===== config.mk =====
export PLATFORM = sky130hd
export DESIGN_NAME = uart_msg_tx
export DESIGN_NICKNAME = d
export VERILOG_FILES = /design/src/rtl/uart_msg_tx.sv
export SDC_FILE = /design/constraint.sdc
export NUM_CORES = 1
export LEC_CHECK = 0
export CAP_MARGIN = 20
export CORE_MARGIN = 2
export CORE_UTILIZATION = 25
export DETAILED_ROUTE_END_ITERATION = 7
export HOLD_SLACK_MARGIN = 0.05
export REMOVE_ABC_BUFFERS = 1
export SLEW_MARGIN = 20
export SYNTH_ARGS = -nofsm -noshare
export SYNTH_HDL_FRONTEND = slang
export SYNTH_SLANG_ARGS = --single-unit

===== constraint.sdc =====
create_clock -name clk -period 3.3 [get_ports clk]
set_input_delay 0.66 -clock clk [delete_from_list [all_inputs] [get_ports clk]]
set_output_delay 0.66 -clock clk [all_outputs]
set_load 0.005 [all_outputs]

===== src/rtl/uart_msg_tx.sv =====
// Streams a parameter string (optionally CR/LF terminated) into a byte UART over a start/busy handshake.
// First tx_start one cycle after the trigger edge; each byte waits for the UART busy pulse (or ACK timeout) before the next.
module uart_msg_tx #(
    parameter int                   MSG_LEN     = 12,
    parameter logic [8*MSG_LEN-1:0] MSG         = "Hello World!",
    parameter bit                   APPEND_CRLF = 1'b0,
    parameter bit                   MODE        = 1'b0,
    parameter int                   GAP_CYCLES  = 0,
    parameter int                   ACK_TIMEOUT = 15,
    localparam int                  N_BYTES     = MSG_LEN + 2 * int'(APPEND_CRLF),
    localparam int                  IDX_W       = (N_BYTES > 1) ? $clog2(N_BYTES) : 1
) (
    input  logic             clk,
    input  logic             rst_n,
    input  logic             start,
    input  logic             enable,
    input  logic             tx_busy,
    output logic             tx_start,
    output logic [7:0]       tx_data,
    output logic             busy,
    output logic             done,
    output logic             ack_err,
    output logic [IDX_W-1:0] byte_idx
);

    localparam logic [2:0] S_IDLE      = 3'd0;
    localparam logic [2:0] S_SEND      = 3'd1;
    localparam logic [2:0] S_WAIT_ACK  = 3'd2;
    localparam logic [2:0] S_WAIT_DONE = 3'd3;
    localparam logic [2:0] S_GAP       = 3'd4;

    localparam logic [IDX_W-1:0] LAST_IDX = IDX_W'(N_BYTES - 1);
    localparam logic [7:0]       ACK_LAST = 8'(ACK_TIMEOUT - 1);
    localparam logic [15:0]      GAP_LAST = 16'(GAP_CYCLES - 1);

    // Byte 0 is the leftmost character of MSG; CR then LF follow when enabled.
    function automatic logic [7:0] byte_at(input logic [IDX_W-1:0] idx);
        int i;
        i = int'(idx);
        if (i < MSG_LEN) begin
            return MSG[8*(MSG_LEN-1-i) +: 8];
        end else if (i == MSG_LEN) begin
            return 8'h0D;
        end else begin
            return 8'h0A;
        end
    endfunction

    logic [2:0]       state_q, state_d;
    logic [IDX_W-1:0] byte_idx_q, byte_idx_d;
    logic [7:0]       tx_data_q, tx_data_d;
    logic [7:0]       ack_cnt_q, ack_cnt_d;
    logic [15:0]      gap_cnt_q, gap_cnt_d;

    logic byte_cplt;
    logic ack_to;
    logic restart;
    logic last_byte;
    logic trigger;
    logic run_on;

    assign last_byte = (byte_idx_q == LAST_IDX);
    assign trigger   = MODE ? enable : start;
    assign run_on    = MODE && enable;

    always_comb begin
        state_d    = state_q;
        byte_idx_d = byte_idx_q;
        tx_data_d  = tx_data_q;
        ack_cnt_d  = ack_cnt_q;
        gap_cnt_d  = gap_cnt_q;
        byte_cplt  = 1'b0;
        ack_to     = 1'b0;
        restart    = 1'b0;

        case (state_q)
            S_IDLE: begin
                if (trigger && !tx_busy) begin
                    restart = 1'b1;
                end
            end
            S_SEND: begin
                state_d = S_WAIT_ACK;
            end
            S_WAIT_ACK: begin
                if (tx_busy) begin
                    state_d = S_WAIT_DONE;
                end else if (ack_cnt_q == ACK_LAST) begin
                    ack_to    = 1'b1;
                    byte_cplt = 1'b1;
                end else begin
                    ack_cnt_d = ack_cnt_q + 8'd1;
                end
            end
            S_WAIT_DONE: begin
                if (!tx_busy) begin
                    byte_cplt = 1'b1;
                end
            end
            S_GAP: begin
                if (gap_cnt_q == GAP_LAST) begin
                    gap_cnt_d = '0;
                    if (run_on) begin
                        restart = 1'b1;
                    end else begin
                        state_d = S_IDLE;
                    end
                end else begin
                    gap_cnt_d = gap_cnt_q + 16'd1;
                end
            end
            default: begin
                state_d = S_IDLE;
            end
        endcase

        // A timed-out byte leaves through the same path as a normally completed one.
        if (byte_cplt) begin
            if (!last_byte) begin
                byte_idx_d = byte_idx_q + IDX_W'(1);
                tx_data_d  = byte_at(byte_idx_q + IDX_W'(1));
                state_d    = S_SEND;
            end else if (GAP_CYCLES > 0) begin
                gap_cnt_d = '0;
                state_d   = S_GAP;
            end else if (run_on) begin
                restart = 1'b1;
            end else begin
                state_d = S_IDLE;
            end
        end

        if (restart) begin
            byte_idx_d = '0;
            tx_data_d  = byte_at('0);
            state_d    = S_SEND;
        end

        if (state_d == S_SEND) begin
            ack_cnt_d = '0;
        end
    end

    always_ff @(posedge clk or negedge rst_n) begin
        if (!rst_n) begin
            state_q    <= S_IDLE;
            byte_idx_q <= '0;
            tx_data_q  <= 8'h00;
            ack_cnt_q  <= '0;
            gap_cnt_q  <= '0;
        end else begin
            state_q    <= state_d;
            byte_idx_q <= byte_idx_d;
            tx_data_q  <= tx_data_d;
            ack_cnt_q  <= ack_cnt_d;
            gap_cnt_q  <= gap_cnt_d;
        end
    end

    assign tx_start = (state_q == S_SEND);
    assign busy     = (state_q != S_IDLE);
    assign done     = byte_cplt && last_byte;
    assign ack_err  = ack_to;
    assign tx_data  = tx_data_q;
    assign byte_idx = byte_idx_q;

endmodule


==> results.md, run 1 <==
- Die X: 97.5 um
- Final Slew Violations: 0
- Relative slew slack: 0.435
- Die height: 97.5 um
- Mapped Avg Cell Area: 9.49 sq um
- Largest net degree at the start of global routing: 39
- Wire per inst: 12.9 um
- I/O pins: 21
- Reg area: 951 sq um
- Final core occ: 0.301
- Sink Count: 38
- Netlist cell types: 56
- Final nets: 260
- Max Cap Viol: 0
- TritonRoute pass-1 iters: 4
- Core area: 8590 sq um
- Tmin final: 3.14 ns
- Mapped cell area: 2180 sq um
- Status: complete, no violations
- Crit path kind: input port to output pin
- Synth Flop Type: dfrtp_1
- Worst-Skew Late Latency: 0.30 ns
- Worst-Margin Slew: 0.848 ns
- Via Count: 1,745
- Number of global-route vias before repair: 1,665
- Clk buf depth: 2
- Final cycle utilization of the critical path: 0.951
- Full die area: 9500 sq um
- CP Data Arrival Time: 2.48 ns
- Async set-reset flop share out of synthesis: 1.00
- Post-Synthesis Cells: 230
- CTS H-Tree Depth: 2
- Synth top area cells: dfrtp_1 44%, xnor2_1 6.4%, nor2_1 3.1%, nand3_1 3.0%, o21ai_0 3.0%
- Remaining DRCs: 0
- FILL cells: 913
- Worst setup SP type: input port
- Inst Count DP: 351
- Cts repair resizes: 0
- Fmax: 319 MHz
- CP endpoint kind: output pin
- Grt total ovfl: 0
- Placement Rows: 34
- #FFs+latches synth: 38
- Initial cell density of the core: 0.254
- TritonCTS Buffers: 5
- Iter 0 DRT Violations: 90
- Cell accounting for the most synthesized area: dfrtp_1
- Multi-input gate area: 1150 sq um
- Setup violators final: 0
- Global-route wire length before repair: 8.15 mm
- Sequential area share after synthesis: 0.436
- Layout area overhead: 18.6%
- CTS tree: built
- Fin cells: 359
- Leakage power: 1.01 nW
- Fin Hold WS: 0.465 ns
- Class of the worst hold path: input port to async pin
- Clock Pin Slew Worst Setup and Hold Paths: 0.09 ns
- Dpl hpwl: 3.25 mm
- # port buffers: 18
- CP required: 2.64 ns
- Hold_buf cts: 0
- Synth warn: 0
- Tot Pwr: 1.92 mW
- CTS root buf: clkbuf_8
- Unrepaired setup endpoints after global routing: no
- Share of cells above drive strength 1: 0.120
- Ant. Diodes: 0
- Total Routed Length: 4.64 mm
- GP Congestion: 0.740
- Setup_tns: 0 ns
- Final hold violation count: 0
- PwrDens: 740 nW/um^2
- Initial antenna violation count: 0
- Via density: 4.86
- Clock Skew: 0.0144 ns
- Post-synth top cells: 38 x dfrtp_1, 18 x nor2_1, 16 x nand2_1, 16 x xnor2_1
- Total track usage: 0.105
- ANT nets after route: 0
- Synth top area share: 0.436
- Setup Fix Bufs, Post-CTS: 0
- EDFF count, synth: 0
- Worst-path fanout max: 4
- Worst vdd ir: 0.377 mV
- Most common cell in the netlist: dfrtp_1
[critical path, cell delays in order]
cell and delay (ns):
clkdlybuf4s50_1 0.46, or4b_2 0.68, nor2_1 0.16, clkdlybuf4s50_1 0.52
[kinds of logic after synthesis]
logic type / after synthesis / share of synthesized area
AND/OR/NAND/NOR: 89 / 0.223
AO/OA/AOI/OAI: 54 / 0.177
flip-flops: 38 / 0.436
buffers and inverters: 20 / 0.0378
XOR/XNOR: 19 / 0.0762
adder cells (fa/ha/maj): 5 / 0.0287
multiplexers: 4 / 0.0201
other: 1 / 0.00172
[placed cells by master (no fill, tap or decap), types with 3 or more instances in the layout]
cell type and n:
nand4_1 6, xnor2_1 16, and4_1 3, a21oi_1 5, nor2_1 18, xor2_1 3, dfrtp_1 38, clkbuf_8 6
clkdlybuf4s50_1 17, nand3_1 13, a31oi_1 6, nor3_1 7, inv_1 8, buf_4 7, ha_1 5, o211ai_1 6
nand2_1 16, o21ai_0 13, or3_1 5, mux2_2 3
[metrics by stage]
step | setup slack, ns | instance area [sq um]
6_report | 0.161 | 2590
5_1_grt | 0.0825 | 2590
4_1_cts | 0.142 | 2590
3_5_place_dp | 0.152 | 2490
3_3_place_gp | 0.164 | 2490
2_1_floorplan | 0.709 | 2130
[registers in the layout, summed over array words and instances, names as in the netlist]
signal,flops
gap_cnt_q,16
ack_cnt_q,8
tx_data,7
byte_idx,4
state_q,3
[metal layers]
layer | track usage | vias up | wire length [um]
met3 | 0.0237 | 6 | 107
met5 | 0 | - | 0
met1 | 0.145 | 835 | 2350
met2 | 0.159 | 19 | 2100
met4 | 0.0385 | 0 | 79
li1 | - | 885 | -
[path summary, 6_finish.rpt]
path	end	slack (ns)	cells after the start	startpoint
max in group asynchronous	gap_cnt_q[13]$_DFFE_PN0N_	2.29	1	rst_n
min in group clk	gap_cnt_q[11]$_DFFE_PN0N_	0.50	1	gap_cnt_q[11]$_DFFE_PN0N_
worst min register to register	gap_cnt_q[11]$_DFFE_PN0N_	0.50	1	gap_cnt_q[11]$_DFFE_PN0N_
worst min-delay path	ack_cnt_q[2]$_DFFE_PN0P_	0.47	1	rst_n
worst max-delay path	ack_err	0.16	4	tx_busy
worst max register to register	tx_data[3]$_DFFE_PN0P_	0.81	8	byte_idx[1]$_DFFE_PN0P_
[power by group]
group | internal, mW | switching [mW] | total, mW
clock | 0.168 | 0.172 | 0.340
combinational | 0.459 | 0.462 | 0.921
sequential | 0.555 | 0.100 | 0.655
total | 1.18 | 0.735 | 1.92
[final cells by class]
class,count,share of cell area
repair buffers,25,0.0880
well taps,108,0.0522
flip-flops and latches,38,0.367
multi-input cells,172,0.444
inverters,8,0.0116
clock inverters,2,0.00483
clock buffers,6,0.0319
Note: power is estimated with default switching activity, not from simulation.
==> run 2: changes to the inputs <==
Settings changed: CORE_MARGIN 2 to unset, CTS_CLUSTER_DIAMETER set to 80.
==> results.md, run 2 (same netlist as run 1, synthesis figures left out) <==
- Status: complete, no violations
- Final cycle utilization of the critical path: 0.959 (+0.00789)
- Total track usage: 0.112 (+0.00695)
- Clk buf depth: 2 (unchanged)
- Core area: 8340 sq um (-2.9%)
- CP Data Arrival Time: 2.50 ns (+0.02 ns)
- FILL cells: 858 (-6.0%)
- Class of the worst hold path: input port to async pin
- Via Count: 1,808 (+3.6%)
- Tmin final: 3.16 ns (+0.0260 ns)
- Worst setup SP type: input port
- Relative slew slack: 0.441 (+0.00597)
- Layout area overhead: 18.6% (unchanged)
- Most frequent cells in the layout: 38 x dfrtp_1, 18 x nor2_1, 17 x clkdlybuf4s50_1, 16 x xnor2_1, 16 x nand2_1
- Final Slew Violations: 0 (unchanged)
- # port buffers: 18 (unchanged)
- GP Congestion: 0.759 (+2.6%)
- Leakage power: 1.01 nW (+0.63%)
- TritonRoute pass-1 iters: 4 (unchanged)
- Worst vdd ir: 0.478 mV (+27%)
- Max Cap Viol: 0 (unchanged)
- CP most frequent cell: clkdlybuf4s50_1
- Clock Skew: 0.00859 ns (-0.00585 ns)
- Worst-Margin Slew: 0.839 ns (-0.00895 ns)
- Setup violators final: 0 (unchanged)
- Reg area: 951 sq um (unchanged)
- Multi-input gate area: 1150 sq um (unchanged)
- Wire per inst: 12.9 um (-0.24%)
- TritonCTS Buffers: 5 (unchanged)
- Clock Pin Slew Worst Setup and Hold Paths: 0.07 ns (-0.02 ns)
- Setup_tns: 0 ns (unchanged)
- CTS tree: built
- Critical-path cell list: clkdlybuf4s50_1 > or4b_2 > nor2_1 > clkdlybuf4s50_1
- Initial antenna violation count: 0 (unchanged)
- Commonest non-fill, non-tap cell in the layout: dfrtp_1
- Die height: 95.5 um (-2.1%)
- Dpl hpwl: 3.23 mm (-0.63%)
- Fmax: 316 MHz (-0.82%)
- CTS H-Tree Depth: 2 (unchanged)
- CP required: 2.64 ns (about the same)
- Share of cells above drive strength 1: 0.119 (-0.000474)
- Met1 Use GR: 0.148 (+0.00290)
- Max reg flops: 16 (unchanged)
- Remaining DRCs: 0 (unchanged)
- Max incr delay on CP: 0.70 ns (+0.02 ns)
- Global-route wire length before repair: 8.06 mm (-1.1%)
- Largest net degree at the start of global routing: 39 (unchanged)
- Placement Rows: 33 (-2.9%)
- Sink Count: 38 (unchanged)
- Unrepaired setup endpoints after global routing: no
- Worst-Skew Late Latency: 0.28 ns (-0.02 ns)
- CTS root buf: clkbuf_8
- Final nets: 261 (+0.38%)
- I/O pins: 21 (unchanged)
- Iter 0 DRT Violations: 85 (-5.6%)
- Biggest register: gap_cnt_q
- ANT nets after route: 0 (unchanged)
- Fin cells: 357 (-0.56%)
- Ant. Diodes: 0 (unchanged)
- Final hold violation count: 0 (unchanged)
- PwrDens: 744 nW/um^2 (+0.49%)
- Grt total ovfl: 0 (unchanged)
- Via density: 5.06 (+4.2%)
- Initial cell density of the core: 0.262 (+0.00770)
- Die X: 95.5 um (-2.1%)
- Full die area: 9110 sq um (-4.1%)
- Cts repair resizes: 0 (unchanged)
- Setup Fix Bufs, Post-CTS: 0 (unchanged)
- Grt peak-use layer: met2
- Number of global-route vias before repair: 1,751 (+5.2%)
- CP endpoint kind: output pin
- Total Routed Length: 4.60 mm (-0.80%)
- Hold_buf cts: 0 (unchanged)
- Grt met3 use: 0.0311 (+0.00736)
- Cell type of the slowest stage on the worst timing path: or4b_2
- GRT met2 Usage: 0.181 (+0.0218)
- Crit path kind: input port to output pin
- Worst-path fanout max: 4 (unchanged)
- Inst Count DP: 349 (-0.57%)
[run 2: cell types whose count changed in the layout (fill, tap and decap cells not counted)]
cell,before,now
buf_4,7,8
clkbuf_1,0,1
clkinvlp_4,1,0
[run 2: final timing paths]
check,start,endpoint,slack [ns],cells after the start
worst max-delay path,tx_busy,ack_err,0.14,4
worst min-delay path,rst_n,ack_cnt_q[3]$_DFFE_PN0P_,0.47,1
worst max register to register,byte_idx[1]$_DFFE_PN0P_,tx_data[3]$_DFFE_PN0P_,0.94,8
worst min register to register,gap_cnt_q[6]$_DFFE_PN0N_,gap_cnt_q[6]$_DFFE_PN0N_,0.51,1
max in group asynchronous,rst_n,ack_cnt_q[4]$_DFFE_PN0P_,2.29,1
min in group clk,gap_cnt_q[6]$_DFFE_PN0N_,gap_cnt_q[6]$_DFFE_PN0N_,0.51,1
[run 2: where the power goes]
group / internal, mW / switching, mW
clock network: 0.169 / 0.155
registers: 0.555 / 0.102
logic: 0.463 / 0.482
total: 1.19 / 0.739
[run 2: stage by stage]
step | hold WS [ns] | instance area, sq um | utilization | total power [mW] | setup WS, ns
3_5_place_dp | 0.500 | 2500 | 0.299 | 1.60 | 0.152
6_report | 0.474 | 2590 | 0.310 | 1.93 | 0.135
2_1_floorplan | 0.364 | 2130 | - | 1.21 | 0.709
4_1_cts | 0.511 | 2590 | 0.310 | 1.94 | 0.142
3_3_place_gp | 0.485 | 2500 | 0.299 | 1.59 | 0.144
5_1_grt | 0.540 | 2590 | 0.310 | 2.08 | 0.0977
[run 2: area by class of cell]
type	instances	share of cell area
multi-input combinational	172	0.444
clock inverter	1	0.00193
tap	105	0.0507
inverter	8	0.0116
sequential	38	0.367
timing repair buffer	26	0.0909
clock buffer	7	0.0333
[run 2: critical path, delay by kind of cell]
kind / cells / cell delay, ns
buf+inv: 2 / 1.01
simple gates: 2 / 0.84
[run 2: per-layer routing]
layer | part of all wire | vias up
li1 | - | 890
met1 | 0.51 | 891
met2 | 0.45 | 25
met3 | 0.034 | 2
met4 | 0.0056 | 0
met5 | 0 | -
